**src/rtl/chaos_engine_arb.sv**
```systemverilog
// chaos_engine_arb: round-robin arbiter/sequencer sharing one chaotic_seq
// engine between NUM_REQ requesters. One job in flight at a time:
// accept x0 -> issue to engine -> wait for result -> return to the owner.
//
// Handshakes: a transfer happens on a rising clk edge where both vld and rdy
// are high; the sender holds vld and data stable until that edge.
module chaos_engine_arb #(
    parameter int NUM_REQ      = 2,
    parameter int CHAOS_OVLD_W = 32,
    parameter int CNT_W        = 16
) (
    input  logic                            clk,
    input  logic                            rst_n,
    input  logic [NUM_REQ*CHAOS_OVLD_W-1:0] req_x0,
    input  logic [NUM_REQ-1:0]              req_x0_vld,
    output logic [NUM_REQ-1:0]              req_x0_rdy,
    output logic [CHAOS_OVLD_W-1:0]         req_xout,
    output logic [NUM_REQ-1:0]              req_xout_vld,
    input  logic [NUM_REQ-1:0]              req_xout_rdy,
    output logic [CHAOS_OVLD_W-1:0]         eng_x0,
    output logic                            eng_x0_vld,
    input  logic                            eng_x0_rdy,
    input  logic [CHAOS_OVLD_W-1:0]         eng_xout,
    input  logic                            eng_xout_vld,
    output logic                            eng_xout_rdy,
    output logic                            busy,
    output logic [2:0]                      owner_id,
    output logic [CNT_W-1:0]                job_cnt,
    output logic [1:0]                      fsm_state
);

    typedef enum logic [1:0] {
        ST_IDLE   = 2'd0,
        ST_ISSUE  = 2'd1,
        ST_WAIT   = 2'd2,
        ST_RETURN = 2'd3
    } state_t;

    state_t                  state;
    logic [2:0]              ptr;
    logic [CHAOS_OVLD_W-1:0] x0_q;
    logic [CHAOS_OVLD_W-1:0] res_q;

    logic                    found_hi;
    logic                    found_any;
    logic [2:0]              idx_hi;
    logic [2:0]              idx_lo;
    logic [2:0]              grant_idx;
    logic [CHAOS_OVLD_W-1:0] x0_sel;
    logic                    ret_ack;
    logic [2:0]              next_ptr;

    assign eng_x0    = x0_q;
    assign req_xout  = res_q;
    assign fsm_state = state;

    // Round-robin pick: lowest valid index at or above ptr, else lowest valid overall.
    always_comb begin
        found_hi  = 1'b0;
        found_any = 1'b0;
        idx_hi    = 3'd0;
        idx_lo    = 3'd0;
        for (int i = NUM_REQ - 1; i >= 0; i--) begin
            if (req_x0_vld[i]) begin
                found_any = 1'b1;
                idx_lo    = 3'(i);
                if (3'(i) >= ptr) begin
                    found_hi = 1'b1;
                    idx_hi   = 3'(i);
                end
            end
        end
        grant_idx = found_hi ? idx_hi : idx_lo;
    end

    // Ready goes only to the granted requester, and only while idle.
    always_comb begin
        req_x0_rdy = '0;
        for (int i = 0; i < NUM_REQ; i++) begin
            req_x0_rdy[i] = (state == ST_IDLE) && found_any && (grant_idx == 3'(i));
        end
    end

    // Select the granted requester's x0 lane and the owner's result-ready bit.
    always_comb begin
        x0_sel  = '0;
        ret_ack = 1'b0;
        for (int i = 0; i < NUM_REQ; i++) begin
            if (grant_idx == 3'(i)) x0_sel = req_x0[i*CHAOS_OVLD_W +: CHAOS_OVLD_W];
            if (owner_id == 3'(i))  ret_ack = req_xout_rdy[i];
        end
        next_ptr = (owner_id == 3'(NUM_REQ - 1)) ? 3'd0 : owner_id + 3'd1;
    end

    // Job sequencer with registered handshake outputs.
    always_ff @(posedge clk) begin
        if (!rst_n) begin
            state        <= ST_IDLE;
            ptr          <= 3'd0;
            owner_id     <= 3'd0;
            x0_q         <= '0;
            res_q        <= '0;
            job_cnt      <= '0;
            busy         <= 1'b0;
            eng_x0_vld   <= 1'b0;
            eng_xout_rdy <= 1'b0;
            req_xout_vld <= '0;
        end else begin
            case (state)
                ST_IDLE: begin
                    if (found_any) begin
                        x0_q       <= x0_sel;
                        owner_id   <= grant_idx;
                        busy       <= 1'b1;
                        eng_x0_vld <= 1'b1;
                        state      <= ST_ISSUE;
                    end
                end
                ST_ISSUE: begin
                    if (eng_x0_rdy) begin
                        eng_x0_vld   <= 1'b0;
                        eng_xout_rdy <= 1'b1;
                        state        <= ST_WAIT;
                    end
                end
                ST_WAIT: begin
                    if (eng_xout_vld) begin
                        res_q        <= eng_xout;
                        eng_xout_rdy <= 1'b0;
                        req_xout_vld <= NUM_REQ'(1) << owner_id;
                        state        <= ST_RETURN;
                    end
                end
                ST_RETURN: begin
                    if (ret_ack) begin
                        req_xout_vld <= '0;
                        job_cnt      <= job_cnt + 1'b1;
                        ptr          <= next_ptr;
                        busy         <= 1'b0;
                        state        <= ST_IDLE;
                    end
                end
                default: state <= ST_IDLE;
            endcase
        end
    end

endmodule
```
**config.mk**
```make
export PLATFORM = sky130hd
export DESIGN_NAME = chaos_engine_arb
export DESIGN_NICKNAME = d
export VERILOG_FILES = /design/src/rtl/chaos_engine_arb.sv
export SDC_FILE = /design/constraint.sdc
export NUM_CORES = 1
export LEC_CHECK = 0
export CORE_ASPECT_RATIO = 0.7
export CORE_UTILIZATION = 41
export CTS_CLUSTER_DIAMETER = 150
export DETAILED_ROUTE_END_ITERATION = 10
export PLACE_DENSITY = 0.85
export SYNTH_ARGS = -nofsm -noshare
export SYNTH_HDL_FRONTEND = slang
export SYNTH_SLANG_ARGS = --single-unit
export TNS_END_PERCENT = 50
```
**constraint.sdc**
```tcl
create_clock -name clk -period 2.8 [get_ports clk]
set_input_delay 0.84 -clock clk [delete_from_list [all_inputs] [get_ports clk]]
set_output_delay 0.84 -clock clk [all_outputs]
set_load 0.05 [all_outputs]
```
==> metrics.yaml <==
status: "completed"
p_int_uw: 3180
drt-total-wl_mm: 11.1
finalCritPeriodShare_pct: 97.1
synth.distinct_cells: 43
grt_pass1_wl_mm: 17.5
hp-class: "flip-flop to flip-flop"
vias: 3728
fmax_ghz: 0.368
tns_ps: 0
final_cell_mix: "clkdlybuf4s50_1 (191), dfxtp_1 (89), nand2_1 (77), a21oi_1 (50), nor2_1 (47)"
grt_overflow: 0
clkTransAtPathRegs_ps: 60
dpl.hpwl_mm: 7.75
ctsResizeCount: 0
drv_slew: 0
clkSinkCount: 89
synth-async-reset-ratio_pct: 0
period_needed_ps: 2720
synth_edf_count: 0
finalSetupViolations: 0
crit_type: "input pin to primary output"
yosysSeqAreaShare_pct: 51.0
grt_max_degree: 59
ir_drop_uv: 652
placeableCoreArea_um2: 8070
clock-root-buffer: "clkbuf_16"
synthTopCellsByArea: "dfxtp_1 (51%), a222oi_1 (9.2%), nand2_1 (8.3%)"
cts_tree: "yes"
ant_nets: 0
setup_ws_ps: 80.3
drt_iter0_markers: 330
gp_congestion: 0.790
first_pass_iters: 8
wire_per_inst_um: 16.1
r2r_cells: 5
pin_count: 196
antenna_found_initial: 0
utilization_pct: 73.1
power_density_nw_per_um2: 877
synth.avg_cell_area_um2: 8.74
drc_errors: 0
drive_gt1_share_pct: 6.61
maxCapViolCount: 0
clkLatencyLatePin_ps: 340
die-area_um2: 8910
max_stage_delay_ps: 560
final_nets: 695
rsz0062_at_grt: "false"
start_kind: "input pin"
relSlewSlack_pct: 47.4
die_h_um: 79.3
yosys_register_bits: 89
critical_path_arrival_ps: 1880
p_comb_share_pct: 42.2
synth_top_area_share_pct: 51.0
htreeDepth: 3
hold_buffers: 0
hold_slack_ps: 454
power_leakage_uw: 0.00212
hold_depth: 2
critPathRequiredTime_ps: 1960
final_common_cell: "clkdlybuf4s50_1"
cp_slowest_cell: "clkdlybuf4s50_1"
io_buffers: 193
rows: 27
dieWidth_um: 112
numCtsBuffers: 9
dp_slack_ps: 90.4
p_switching_uw: 2000
syn_to_final_growth_pct: 68.9
antenna_cells: 0
p_sw_share_pct: 38.6
syn_inst: 400
start_util_pct: 43.3
vias_per_cell: 5.40
skew_ps: 7.47
crit_chain: "clkdlybuf4s50_1, nand2_1, a21oi_2, buf_12"
yosys_warnings: 0
cts_setup_buffers: 0
yosysTopAreaCell: "dfxtp_1"
pwr-share-seq_pct: 30.8
worst_pin_slew_ps: 768
yosys_most_used_dff: "dfxtp_1"
hold_viol: 0
clk_path_buf_depth: 2
cp-end-kind: "primary output"
cp_max_fo: 4
synth_area_um2: 3500
p_clk_share_pct: 27.0
gr-usage-all-layers_pct: 25.0
grt_pass1_vias: 3739
flip-flops by register name, indices dropped and copies added (netlist names):
signal / count
req_xout: 32
owner_id: 1
busy: 1
fsm_state: 2
job_cnt: 16
eng_xout_rdy: 1
eng_x0_vld: 1
req_xout_vld: 2
eng_x0: 32
ptr: 1
through the flow:
stage | cell area (µm²) | total power [µW] | std cells
6_report | 5900 | 5180 | 691
5_1_grt | 5900 | 5390 | 691
4_1_cts | 5900 | 5200 | 691
3_5_place_dp | 5550 | 3780 | 675
3_3_place_gp | 5550 | 3740 | 675
2_1_floorplan | 3500 | 2980 | 401
area by class of cell:
class,instances,area [µm²]
clock buffers,10,239
clock inverters,6,115
fillers,596,2170
inverters,7,26.3
multi-input cells,277,1590
flip-flops and latches,89,1780
well taps,101,126
repair buffers,201,2020
critical path, delay by kind of cell:
| kind | cells | cell delay (ps) |
|---|---|---|
| AO/OA/AOI/OAI | 1 | 210 |
| AND/OR/NAND/NOR | 1 | 90 |
| buffers and inverters | 2 | 730 |
cells by family after synthesis:
family	Yosys count	share of synthesized area [%]
AOI/OAI and AO/OA	98	19.3
xor gates and xnor gates	10	2.51
adders and majority gates	6	2.15
buffers and inverters	35	3.97
DFF	89	51.0
muxes	2	0.716
other	1	0.107
and+or+nand+nor	159	20.3
power by group through the flow:
stage                     sequential (µW)  combinational, µW  clock [µW]
after floorplan                      2250                725           0
after global placement               1600               2140           0
after detailed placement             1610               2160           0
after CTS                            1590               2190        1420
after global routing                 1620               2300        1470
final                                1590               2190        1400
cell usage after synthesis, drive strengths merged (3+ instances only):
cell type  number
dfxtp          89
nand2          77
a21oi          52
nor2           47
a222oi         32
clkbuf         25
nand3           8
inv             7
o21ai           7
ha              6
xnor2           6
nand4           4
nor4            4
xor2            4
buf             3
nor3            3
worst paths after layout:
kind	start	end	slack, ps
setup / recovery	req_x0_vld[0]	req_x0_rdy[0]	80
hold reg to reg	req_xout[10]	req_xout[10]	450
hold / removal	req_xout[10]	req_xout[10]	450
setup reg to reg	fsm_state[0]	job_cnt[12]	700
per-layer routing:
| metal | vias to the layer above | track usage (%) | share of wire (%) |
|---|---|---|---|
| met5 | - | 0 | 0 |
| met4 | 0 | 8.93 | 2.0 |
| met3 | 19 | 9.16 | 8.8 |
| met2 | 168 | 47.0 | 51 |
| met1 | 1747 | 25.9 | 38 |
| li1 | 1794 | - | - |
(Power assumes the default switching activity.)
